`src/rtl/mur_briques.sv`:
```
// Brick wall for a breakout game: alive bitmap, per-brick pixel zones, registered
// colour output, and a hit/refill FSM that only touches the bitmap during vertical blanking.

module brique_zone #(
  parameter int HLO = 0,
  parameter int HHI = 1,
  parameter int VLO = 0,
  parameter int VHI = 1
) (
  input  logic [10:0] hpos,
  input  logic [10:0] vpos,
  output logic        dedans
);
  assign dedans = (hpos >= 11'(HLO)) && (hpos < 11'(HHI)) &&
                  (vpos >= 11'(VLO)) && (vpos < 11'(VHI));
endmodule

module mur_briques #(
  parameter int NB_COL            = 3,
  parameter int NB_ROW            = 6,
  parameter int LARGEUR_BRIQUE    = 210,
  parameter int HAUTEUR_BRIQUE    = 80,
  parameter int INTERVALLE_BRIQUE = 1,
  parameter int H_DEBUT           = 112,
  parameter int V_BAS             = 492,
  parameter int COULEUR_BRIQUE    = 18,
  parameter int BLANC             = 0
) (
  input  logic        clk,
  input  logic        rst_n,
  input  logic [10:0] hpos,
  input  logic [10:0] vpos,
  input  logic        hit_req,
  input  logic [1:0]  hit_col,
  input  logic [2:0]  hit_row,
  input  logic        new_level,
  output logic        hit_ack,
  output logic        hit_valid,
  output logic [4:0]  couleur,
  output logic [7:0]  score,
  output logic        wall_empty
);
  localparam int NB = NB_COL * NB_ROW;

  localparam logic [1:0] IDLE     = 2'd0;
  localparam logic [1:0] ATTENTE  = 2'd1;
  localparam logic [1:0] APPLIQUE = 2'd2;
  localparam logic [1:0] RECHARGE = 2'd3;

  logic [1:0]    state;
  logic [NB-1:0] alive, dedans, sel;
  logic [1:0]    cap_col;
  logic [2:0]    cap_row;
  logic          valid_q;
  logic          blank;

  assign blank = (vpos < 11'(V_BAS - 480)) || (vpos >= 11'(V_BAS));

  // One zone decoder and one coordinate match per brick; out-of-range captures match nothing.
  for (genvar c = 0; c < NB_COL; c++) begin : g_col
    for (genvar r = 0; r < NB_ROW; r++) begin : g_row
      brique_zone #(
        .HLO(H_DEBUT + LARGEUR_BRIQUE * c + INTERVALLE_BRIQUE),
        .HHI(H_DEBUT + LARGEUR_BRIQUE * (c + 1) - INTERVALLE_BRIQUE),
        .VLO(V_BAS - (HAUTEUR_BRIQUE * (r + 1) - INTERVALLE_BRIQUE)),
        .VHI(V_BAS - (HAUTEUR_BRIQUE * r + INTERVALLE_BRIQUE))
      ) u_zone (
        .hpos  (hpos),
        .vpos  (vpos),
        .dedans(dedans[c*NB_ROW+r])
      );
      assign sel[c*NB_ROW+r] = (cap_col == 2'(c)) && (cap_row == 3'(r));
    end
  end

  always_ff @(posedge clk or negedge rst_n) begin
    if (!rst_n) couleur <= '0;
    else        couleur <= (|(dedans & alive)) ? 5'(COULEUR_BRIQUE) : 5'(BLANC);
  end

  // The hit decision and bit clear are latched on the blanking edge that leaves ATTENTE,
  // so the bitmap never moves once active video resumes; APPLIQUE then reports it.
  always_ff @(posedge clk or negedge rst_n) begin
    if (!rst_n) begin
      state   <= IDLE;
      alive   <= '1;
      cap_col <= '0;
      cap_row <= '0;
      valid_q <= 1'b0;
      score   <= '0;
    end else begin
      case (state)
        IDLE: begin
          if (new_level) state <= RECHARGE;
          else if (hit_req) begin
            cap_col <= hit_col;
            cap_row <= hit_row;
            state   <= ATTENTE;
          end
        end
        ATTENTE: begin
          if (blank) begin
            valid_q <= |(sel & alive);
            alive   <= alive & ~sel;
            state   <= APPLIQUE;
          end
        end
        APPLIQUE: begin
          if (valid_q && (score != 8'hFF)) score <= score + 8'd1;
          state <= IDLE;
        end
        RECHARGE: begin
          if (blank) begin
            alive <= '1;
            state <= IDLE;
          end
        end
        default: state <= IDLE;
      endcase
    end
  end

  always_ff @(posedge clk or negedge rst_n) begin
    if (!rst_n) wall_empty <= 1'b0;
    else        wall_empty <= (alive == '0);
  end

  assign hit_ack   = (state == APPLIQUE);
  assign hit_valid = hit_ack & valid_q;

endmodule

```
`config.mk`:
```
export PLATFORM = sky130hd
export DESIGN_NAME = mur_briques
export DESIGN_NICKNAME = d
export VERILOG_FILES = /design/src/rtl/mur_briques.sv
export SDC_FILE = /design/constraint.sdc
export NUM_CORES = 1
export LEC_CHECK = 0
export CAP_MARGIN = 10
export CORE_MARGIN = 2
export CORE_UTILIZATION = 40
export DETAILED_ROUTE_END_ITERATION = 7
export PLACE_DENSITY = 0.71
export SYNTH_ARGS = -nofsm -noshare
export SYNTH_HDL_FRONTEND = slang
export SYNTH_SLANG_ARGS = --single-unit
```
`constraint.sdc`:
```
create_clock -name clk -period 2.1 [get_ports clk]
set_input_delay 0.42 -clock clk [delete_from_list [all_inputs] [get_ports clk]]
set_output_delay 0.42 -clock clk [all_outputs]
set_load 0.005 [all_outputs]
```
* Word level (Yosys, flattened, before mapping)
Index checks and enable logic that the tools add are counted.
** Word-level totals
- Bits in registers :: 40
- Bits of input ports :: 31
- Logic and storage cells :: 129
- Output and inout port bits :: 16
** Operators by class
- Equal/unequal tests :: 14
- Magnitude comparators :: 20
- Reductions and logical operators :: 71
- Bitwise gates (word level) :: 6
- Multiplexer cells :: 9
- Add/sub/neg operators :: 1
** Operators by type and width (count)
- $logic_and 1x1->1 :: 58
- $and 18x18->18 :: 3
- $ge 11x9->1 const B :: 4
- $lt 11x9->1 const B :: 4
- $mux 18 :: 2
- $pmux 18 s2 :: 1
- $reduce_or 18->1 :: 2
- $ge 11x7->1 const B :: 2
- $ge 11x8->1 const B :: 2
- $lt 11x10->1 const B :: 2
- $lt 11x8->1 const B :: 2
- $logic_not 18->1 :: 1
- $not 18->18 :: 1
- $ge 11x10->1 const B :: 1
- $ge 11x4->1 const B :: 1
- $lt 11x4->1 const B :: 1
- $lt 11x7->1 const B :: 1
- $reduce_and 3->1 :: 3
- $add 8x1->8 const B :: 1
- $mux 2 :: 4
- $ne 8x8->1 const B :: 1
- $pmux 2 s4 :: 1
- $eq 2x2->1 const B :: 3
- $eq 3x2->1 const B :: 2
- other kinds (13) :: 18

* Longest topological paths before layout
Gate-level depths: netlist of the first run.
- Word-level depth :: 7
- Gate-level depth with buffers :: 7
- Gate-level depth less buffers :: 6

* By module
Synthesis of the first run repeated with hierarchy kept, for this count alone.
** Unflattened totals
- Cell total of the unflattened synthesis :: 520
- Area, all modules :: 4113.9 µm²
** By module, submodules not included
- mur_briques :: area each 1956.9 µm², cells an instance 194, seq. area each 923.4 µm², instances 1
- brique_zone (g_col[0].g_row[4].u_zone) :: area each 138.9 µm², cells an instance 20, seq. area each 0.0 µm², instances 1
- brique_zone (g_col[1].g_row[1].u_zone) :: area each 126.4 µm², cells an instance 17, seq. area each 0.0 µm², instances 1
- brique_zone (g_col[1].g_row[2].u_zone) :: area each 126.4 µm², cells an instance 21, seq. area each 0.0 µm², instances 1
- brique_zone (g_col[1].g_row[3].u_zone) :: area each 126.4 µm², cells an instance 19, seq. area each 0.0 µm², instances 1
- brique_zone (g_col[2].g_row[2].u_zone) :: area each 125.1 µm², cells an instance 18, seq. area each 0.0 µm², instances 1
- brique_zone (g_col[2].g_row[4].u_zone) :: area each 125.1 µm², cells an instance 20, seq. area each 0.0 µm², instances 1
- brique_zone (g_col[1].g_row[4].u_zone) :: area each 122.6 µm², cells an instance 19, seq. area each 0.0 µm², instances 1
- brique_zone (g_col[0].g_row[0].u_zone) :: area each 121.4 µm², cells an instance 19, seq. area each 0.0 µm², instances 1
- brique_zone (g_col[1].g_row[0].u_zone) :: area each 120.1 µm², cells an instance 19, seq. area each 0.0 µm², instances 1
- brique_zone (g_col[2].g_row[3].u_zone) :: area each 120.1 µm², cells an instance 16, seq. area each 0.0 µm², instances 1
- brique_zone (g_col[0].g_row[2].u_zone) :: area each 117.6 µm², cells an instance 18, seq. area each 0.0 µm², instances 1
- brique_zone (g_col[2].g_row[0].u_zone) :: area each 117.6 µm², cells an instance 16, seq. area each 0.0 µm², instances 1
- brique_zone (g_col[0].g_row[5].u_zone) :: area each 116.4 µm², cells an instance 19, seq. area each 0.0 µm², instances 1
- +5 rows

* Worst setup path before layout of the first run
No wires, ideal clock.
- Kind :: input -> register
- Start point :: input port vpos[5]
- End point :: register couleur[1]
- Cell stages on the path :: 7
- Data arrival time :: 1.833 ns
- Library setup time :: 0.064 ns
- Path slack :: 0.203 ns
- Buffers on the path :: 1
- Required time :: 2.036 ns
- Cell sequence :: buf_2 > or2_2 > a211o_1 > a211oi_1 > a222oi_1 > a31oi_1 > a211o_1
** On the way
- Longest elaborated chain between the ends :: 6
- Elaborated cells on any way between the ends :: 51
- Those cells by class :: 12 x order compare; 1 x mux; 1 x bitwise; 37 x reduce/logical
** Ends and longest elaborated chain
- start, declared :: line 32 : input logic [10:0] vpos,
- $ge 11x9->1 (tied with other cells) :: line 15 : (vpos >= 11'(VLO)) && (vpos < 11'(VHI));
- $logic_and 1x1->1 :: line 14 : assign dedans = (hpos >= 11'(HLO)) && (hpos < 11'(HHI)) &&
- $logic_and 1x1->1 :: line 15
- $and 18x18->18 * :: line 78 : else couleur <= (|(dedans & alive)) ? 5'(COULEUR_BRIQUE) : 5'(BLANC);
- $reduce_or 18->1 * :: line 78
- $mux 5 * :: line 78
- end signal, assigned :: line 78
- end, declared :: line 39 : output logic [4:0] couleur,
Mark *: on every way between the ends. The rest lies on a longest branch, timed or not.
A chain may end at the register's enable or synchronous reset.

* Final worst setup path of the first run
- Start point :: register state[1]
- End point :: output port hit_valid
** On the way
- Longest elaborated chain between the ends :: 2
** Ends and longest elaborated chain
- start, declared :: line 50 : logic [1:0] state;
- start signal, assigned :: line 85 : state <= IDLE;
- start signal, assigned :: line 94 : if (new_level) state <= RECHARGE;
- start signal, assigned :: line 98 : state <= ATTENTE;
- $eq 2x2->1 :: line 128 : assign hit_ack = (state == APPLIQUE);
- $and 1x1->1 :: line 129 : assign hit_valid = hit_ack & valid_q;
- end, declared :: line 38 : output logic hit_valid,
No other way between the ends.

==> metrics.txt, run 1 <==
status=complete, no violations; most frequent cells in the layout=35 x buf_4, 33 x nand2_1, 32 x clkdlybuf4s50_1; period utilisation layout=95.6%; hold path startpoint=alive[13]; global route overflow=0; clock period minus worst slack=2.01 ns; Tot Pwr=3.17 mW; I/O pin count=47; worst skew pair latency=0.29 ns; Yosys warnings=0; Chip Width=80.2 um; HPWL after DPL=4840 um; initial core utilization=41.7%; Synth Register Bits=36; Max Freq=498 MHz; worst r2r dst=valid_q; Crit. End Element=primary output; Max-Cap Viols=0; unrepaired setup endpoints after global routing=false; reg2reg path depth=6; Site Rows=27; register area share after synthesis=39.7%; Worst R2R Setup Slack=0.23 ns; DR vias=2374; GRT Resource Usage Total=21.1%; CP Max Fanout=8; drt initial violations=113; biggest cell delay along the critical path=0.49 ns; first-pass GRT wire length=10700 um; Final Cell Area=0.00325 mm2; Pwr Density=974 mW/mm2; Mapped Area=0.00232 mm2; vias in the first global route=2305; P&R area growth vs syn=40.1%; # DRC=0; Netlist cell types=58; EDFF count, synth=0; CP Data Arrival Time=1.59 ns; core area=0.00557 mm2; CTS tree=yes; Final Max Slew Viols=0; port bufs=43; drt first pass iters=5; CTS Hold Bufs=0; Worst Setup SP=state[1]; Final Util=58.4%; Longest Clk Path Bufs=2; wirelength, routed=6540 um; nets@finish=366; Synth top area share=20.4%; via density per instance=5.83; kind of critical path=register to primary output; Worst setup SP type=register; Worst-path clk slew=0.07 ns; Syn Area/Cell=8.87 um2; ys flop type=dfstp_2; measured slew at the worst slew-check pin=0.551 ns; worst flop-to-flop path startpoint=cap_row[0]; top cells by area, synth=dfstp_2 20%, dfrtp_1 19%, nand2_1 5.5%; Slowest cell on crit path=clkdlybuf4s50_1; ant diodes=0; Post-Syn Instances=262; worst rel slew slack=62.3%; root buf cell=clkbuf_8; die area=0.00643 mm2; Setup Viol. Count Final=0; wire per inst=16.1 um; P_leak=1.35 nW; crit path capture=hit_valid; share of layout cells above drive strength 1=27.5%; commonest non-fill, non-tap cell in the layout=buf_4; FFs w/ async S/R, synth=100%; placed cell areas=0.00303 mm2; CTS H-tree lvls=2; antenna viol nets, final=0; Vert. Die Dim=80.2 um; antenna violations before repair=0; CP required=1.68 ns; RePlAce Congestion=0.947; cells along the critical path=nor2b_1, nand2_1, inv_1, clkdlybuf4s50_1; worst clock skew=0.00651 ns; largest net degree at the start of global routing=37; TNS Setup=0 ns; Final Hold Viols=0; CTS buffer count=5; Hold WC Path Type=register to register; hold slack final=0.491 ns; Synth area leader=dfstp_2; CTS Sinks=36; Peak VDD IR=0.643 mV
==> logic make-up after synthesis <==
group | count (synthesis) | share of synthesized area, %
compound gates | 79 | 23.0
mux | 10 | 5.22
buf+inv | 24 | 4.79
flops | 36 | 39.7
xor+xnor | 8 | 3.02
other cells | 1 | 0.161
fa+ha+maj | 1 | 0.538
simple gates | 103 | 23.5
==> Yosys cell counts, types with 3 or more instances <==
| cell | number |
|---|---|
| nand2_1 | 34 |
| a31oi_1 | 3 |
| dfrtp_1 | 18 |
| buf_2 | 5 |
| a211o_1 | 3 |
| o21ai_0 | 14 |
| a21oi_1 | 8 |
| or3_1 | 3 |
| nand3_1 | 11 |
| inv_1 | 8 |
| mux2_2 | 7 |
| clkbuf_1 | 7 |
| and2_1 | 3 |
| buf_4 | 4 |
| nor2_1 | 12 |
| nor4_1 | 8 |
| xnor2_1 | 6 |
| nand4_1 | 6 |
| and3_1 | 3 |
| a22oi_1 | 5 |
| o21ai_1 | 18 |
| dfstp_2 | 18 |
| o21a_1 | 6 |
| nor3_1 | 4 |
==> layer usage <==
layer / track usage, % / up-vias / wire (um)
li1: - / 1118 / -
met1: 27.0 / 1149 / 2860
met2: 34.7 / 93 / 3160
met3: 3.93 / 14 / 385
met4: 8.98 / 0 / 137
met5: 0 / - / 0
==> metrics by stage <==
step | setup slack [ns] | std cells
2_1_floorplan | 0.203 | 264
3_3_place_gp | -0.371 | 398
3_5_place_dp | -0.449 | 398
4_1_cts | 0.00765 | 407
5_1_grt | 0.00741 | 407
6_report | 0.0916 | 407
==> how the worst min path moves through the flow <==
| stage | depth (start not counted) | endpoint | slack (ns) |
|---|---|---|---|
| 2_1_floorplan | 0 | cap_col[0] | 0.12 |
| 3_3_place_gp | 1 | score[6] | 0.48 |
| 3_5_place_dp | 2 | alive[0] | 0.49 |
| 4_1_cts | 2 | alive[13] | 0.49 |
| 5_1_grt | 2 | alive[13] | 0.51 |
| 6_report | 2 | alive[13] | 0.49 |
==> worst max-delay path: cells and delay by family (launching register included) <==
kind	cells	cell delay [ns]
buffers and inverters	2	0.54
flip-flops	1	0.46
AND/OR/NAND/NOR	2	0.28
==> area by class of cell <==
cell class	instances	area (um2)
clock buffers	8	90.1
fillers	503	2320
inverters	8	30.0
multi-input cells	204	1400
flip-flops and latches	36	925
well taps	72	90.1
repair buffers	79	722
==> power by group <==
part	total, mW	switching [mW]	internal, mW
registers	1.41	0.363	1.05
clock network	0.516	0.249	0.268
logic	1.24	0.601	0.642
total	3.17	1.21	1.96
==> sequential cells by signal, summed over array words and instances, names as in the netlist <==
| register | cells |
|---|---|
| cap_col | 2 |
| wall_empty | 1 |
| couleur | 1 |
| score | 8 |
| alive | 18 |
| cap_row | 3 |
| state | 2 |
| valid_q | 1 |
==> timing repair <==
item                                    4_1_cts  5_1_grt
endpoints found under the setup margin       19       20
gates resized for setup                      17       14
pin swaps                                     9        6
setup buffers                                 1        0
(Power assumes the default switching activity.)
==> run 2, diff against run 1 <==
--- a/config.mk
+++ b/config.mk
@@ -10,6 +10,7 @@
 export CORE_UTILIZATION = 40
 export DETAILED_ROUTE_END_ITERATION = 7
 export PLACE_DENSITY = 0.71
+export RECOVER_POWER = 50
 export SYNTH_ARGS = -nofsm -noshare
 export SYNTH_HDL_FRONTEND = slang
 export SYNTH_SLANG_ARGS = --single-unit
==> metrics.txt, run 2 (synthesis results as in run 1) <==
unrepaired setup endpoints after global routing=false; largest registers=alive x18, score x8, cap_row x3; final cell count without fillers=407; Slowest cell on crit path=clkdlybuf4s50_1; nets@finish=366; worst clock skew=0.00508 ns; CTS H-tree lvls=2; Crit. End Element=primary output; Max-Cap Viols=0; reg2reg path depth=6; Fillers=506; Setup Viol. Count Final=0; P_leak=1.34 nW; core area=0.00557 mm2; share of layout cells above drive strength 1=26.9%; max reg flops=18; Longest Clk Path Bufs=2; wire per inst=16.0 um; Max Freq=497 MHz; footprint of the multi-input gates=0.00140 mm2; GRT Resource Usage Total=21.1%; root buf cell=clkbuf_8; cells along the critical path=nor2b_1, nand2_1, inv_1, clkdlybuf4s50_1; CTS buffer count=5; die area=0.00643 mm2; Worst Setup SP=state[1]; vias in the first global route=2305; most frequent cells in the layout=33 x nand2_1, 33 x buf_4, 29 x clkdlybuf4s50_1; setup slack after placement=-0.449 ns; first-pass GRT wire length=10700 um; Tot Pwr=3.16 mW; period utilisation layout=95.8%; Final Max Slew Viols=0; clock period minus worst slack=2.01 ns; switching power=1.21 mW; Final Hold Viols=0; Final Cell Area=0.00325 mm2; Chip Width=80.2 um; I/O pin count=47; CTS Sinks=36; P&R area growth vs syn=39.8%; biggest cell delay along the critical path=0.49 ns; worst flop-to-flop path startpoint=cap_row[1]; Hold Path Stages=2; initial core utilization=41.7%; largest net degree at the start of global routing=37; Worst setup SP type=register; CTS tree=yes; Int Power=1.95 mW; Vert. Die Dim=80.2 um; Pwr Density=974 mW/mm2; antenna violations before repair=0; RePlAce Congestion=0.947; CP required=1.68 ns; Sequential Area=925 um2; wirelength, routed=6500 um; Sequential Power Share=44.5%; measured slew at the worst slew-check pin=0.884 ns; hold path startpoint=alive[15]; ant diodes=0; CP Data Arrival Time=1.59 ns; antenna viol nets, final=0; Placed Instances=398; drt first pass iters=5; Logic pwr share=39.1%; status=complete, no violations; register with the most flip-flops=alive; CP Max Fanout=8; Peak VDD IR=0.640 mV; Worst-path clk slew=0.07 ns; via density per instance=5.85; HPWL after DPL=4840 um; PnR worst setup slack=0.0884 ns; placed cell areas=0.00303 mm2; port bufs=43; Clock power frac=16.3%; Site Rows=27; Hold WC Path Type=register to register; worst skew pair latency=0.29 ns; global route overflow=0; Sw Ratio=38.4%; DR vias=2382; # DRC=0; kind of critical path=register to primary output; drt initial violations=144; worst rel slew slack=41.1%; Final Util=58.3%
## run 2: final cells by class
| cell class | count | share of cell area [%] |
|---|---|---|
| multi-input cells | 204 | 43.0 |
| inverters | 8 | 0.924 |
| flip-flops and latches | 36 | 28.5 |
| repair buffers | 79 | 22.0 |
| well taps | 72 | 2.77 |
| clock buffers | 8 | 2.77 |
## run 2: worst paths after layout
check / endpoint / slack, ns
max reg2reg: valid_q / 0.23
min: alive[15] / 0.49
min in group asynchronous: score[6] / 0.77
max: hit_valid / 0.09
max in group asynchronous: state[1] / 0.73
min reg2reg: alive[15] / 0.49
## run 2: critical path: cells and delay by family, from the launching register on
| family | cells | cell delay [ns] |
|---|---|---|
| simple gates | 2 | 0.28 |
| flops | 1 | 0.46 |
| buf+inv | 2 | 0.54 |
## run 2: metal layers
layer / GRT usage [%] / part of all wire [%] / vias up
met1: 27.0 / 44 / 1159
li1: - / - / 1119
met2: 34.7 / 48 / 90
met5: 0 / 0 / -
met4: 8.98 / 2.1 / 0
met3: 3.93 / 5.4 / 14
## run 2: stage by stage
step,TNS (ns),hold WS (ns)
global placement,-6.01,0.477
detailed placement,-6.28,0.489
floorplan,0,0.124
CTS,0,0.495
finish,0,0.491
global route,0,0.508
## run 2: power groups by stage
stage / combinational (mW) / sequential, mW / clock, mW
3_3_place_gp: 1.12 / 1.38 / 0
3_5_place_dp: 1.15 / 1.39 / 0
5_1_grt: 1.38 / 1.45 / 0.550
4_1_cts: 1.23 / 1.40 / 0.523
6_report: 1.24 / 1.41 / 0.516
2_1_floorplan: 0.815 / 1.23 / 0
## run 2: what timing repair did
action / CTS / global route
setup buffers: 1 / 0
gates resized for setup: 17 / 14
gates cloned: 0 / 0
endpoints found under the setup margin: 19 / 20
pin swaps: 9 / 6
hold buffers: 0 / 0
==> run 3, diff against run 2 <==
--- a/config.mk
+++ b/config.mk
@@ -7,9 +7,9 @@
 export LEC_CHECK = 0
 export CAP_MARGIN = 10
 export CORE_MARGIN = 2
-export CORE_UTILIZATION = 40
+export CORE_UTILIZATION = 52
 export DETAILED_ROUTE_END_ITERATION = 7
-export PLACE_DENSITY = 0.71
+export PLACE_DENSITY = 0.87
 export RECOVER_POWER = 50
 export SYNTH_ARGS = -nofsm -noshare
 export SYNTH_HDL_FRONTEND = slang
==> metrics.txt, run 3 (synthesis results as in run 1) <==
Top Metal Used=met4; vias in the first global route=2242; measured slew at the worst slew-check pin=0.826 ns; I/O pin count=47; CP Data Arrival Time=2.21 ns; most frequent cells in the layout=33 x nand2_1, 30 x buf_4, 29 x clkdlybuf4s50_1; largest net degree at the start of global routing=37; Logic pwr share=39.4%; Pwr Density=990 mW/mm2; CTS H-tree lvls=2; wire per inst=16.7 um; Chip Width=70.8 um; share of layout cells above drive strength 1=26.2%; Clock power frac=16.6%; via density per instance=6.26; HPWL after DPL=4800 um; commonest non-fill, non-tap cell in the layout=nand2_1; CTS Sinks=36; Worst R2R Setup Slack=0.12 ns; Peak VDD IR=0.819 mV; antenna viol nets, final=0; hold path startpoint=score[4]; kind of critical path=input port to register; drt initial violations=214; clock period minus worst slack=2.03 ns; worst r2r dst=valid_q; worst hold endpoint=score[4]; M1 WL=2610 um; RePlAce Congestion=0.998; Hold WC Path Type=register to register; Site Rows=24; CTS buffer count=5; Final Max Slew Viols=0; Fillers=304; worst flop-to-flop path startpoint=alive[0]; register with the most flip-flops=alive; status=complete, no violations; Int Power=1.98 mW; port bufs=43; P&R area growth vs syn=38.7%; CTS tree=yes; Worst-path clk slew=0.07 ns; worst clock skew=0.00813 ns; hold slack final=0.488 ns; Setup Viol. Count Final=0; first-pass GRT wire length=10400 um; drt first pass iters=6; Final Hold Viols=0; reg2reg path depth=6; GRT Resource Usage Total=25.9%; worst rel slew slack=44.9%; DR vias=2405; initial core utilization=53.7%; worst skew pair latency=0.29 ns; CP required=2.28 ns; TNS Setup=0 ns; Hold Path Stages=1; final cell count without fillers=384; max reg flops=18; ant diodes=0; Worst setup SP type=input port; die area=0.00502 mm2; wirelength, routed=6420 um; period utilisation layout=96.7%; root buf cell=clkbuf_8; Placed Instances=374; Sw Ratio=37.9%; global route overflow=0; Longest Clk Path Bufs=2; antenna violations before repair=0; switching power=1.21 mW; setup slack after placement=-0.464 ns; DR WL met2=3220 um; nets@finish=363; Sequential Power Share=44.0%; PnR worst setup slack=0.0697 ns; CTS Hold Bufs=0; CP Max Fanout=7; core area=0.00432 mm2; Vert. Die Dim=70.8 um; Max-Cap Viols=0; # DRC=0; Max Freq=493 MHz; P_leak=1.34 nW; largest registers=alive x18, score x8, cap_row x3; Crit. End Element=register; unrepaired setup endpoints after global routing=false; met3 WL=470 um
run 3: timing repair:
action                                  CTS  global route
resized for setup                        13            18
pin swaps                                 4             7
endpoints found under the setup margin   19            19
cloned                                    0             0
setup buffers                             1             1
run 3: final cells by class:
| type | instances | area, um2 | share of cell area, % |
|---|---|---|---|
| multi-input cells | 204 | 1410 | 43.6 |
| clock buffers | 8 | 100 | 3.11 |
| flip-flops and latches | 36 | 925 | 28.7 |
| inverters | 8 | 30.0 | 0.932 |
| well taps | 52 | 65.1 | 2.02 |
| repair buffers | 76 | 697 | 21.6 |
run 3: per-layer routing:
metal / up-vias / GRT usage [%]
li1: 1114 / -
met1: 1147 / 34.2
met5: - / 0
met4: 0 / 8.39
met2: 121 / 43.2
met3: 23 / 4.99
run 3: how the worst max path moves through the flow:
stage,startpoint,end,slack [ns],depth (start not counted)
CTS,vpos[9],alive[17],0.01,8
detailed placement,vpos[2],couleur[1],-0.46,7
finish,vpos[7],couleur[1],0.07,8
floorplan,vpos[5],couleur[1],0.20,7
global route,vpos[7],couleur[1],0.007,8
global placement,vpos[9],alive[13],-0.36,8
run 3: power by group through the flow:
stage,combinational [mW],sequential [mW],clock [mW]
floorplan,0.815,1.23,0
global placement,1.10,1.37,0
detailed placement,1.15,1.38,0
CTS,1.22,1.38,0.538
global route,1.37,1.43,0.573
finish,1.26,1.40,0.528
run 3: worst max-delay path: stages:
cell and delay (ns):
dlygate4sd2_1 0.30, buf_4 0.21, nand4_1 0.21, nor3b_2 0.34, a2111oi_4 0.10, a222oi_1 0.26, a31oi_1 0.13, a211o_1 0.24
run 3: metrics by stage:
| stage | utilization [%] | total power [mW] | area [um2] |
|---|---|---|---|
| global placement | 68.9 | 2.47 | 2980 |
| global route | 74.5 | 3.38 | 3220 |
| finish | 74.5 | 3.19 | 3220 |
| floorplan | - | 2.04 | 2330 |
| detailed placement | 68.9 | 2.53 | 2980 |
| CTS | 72.6 | 3.14 | 3140 |
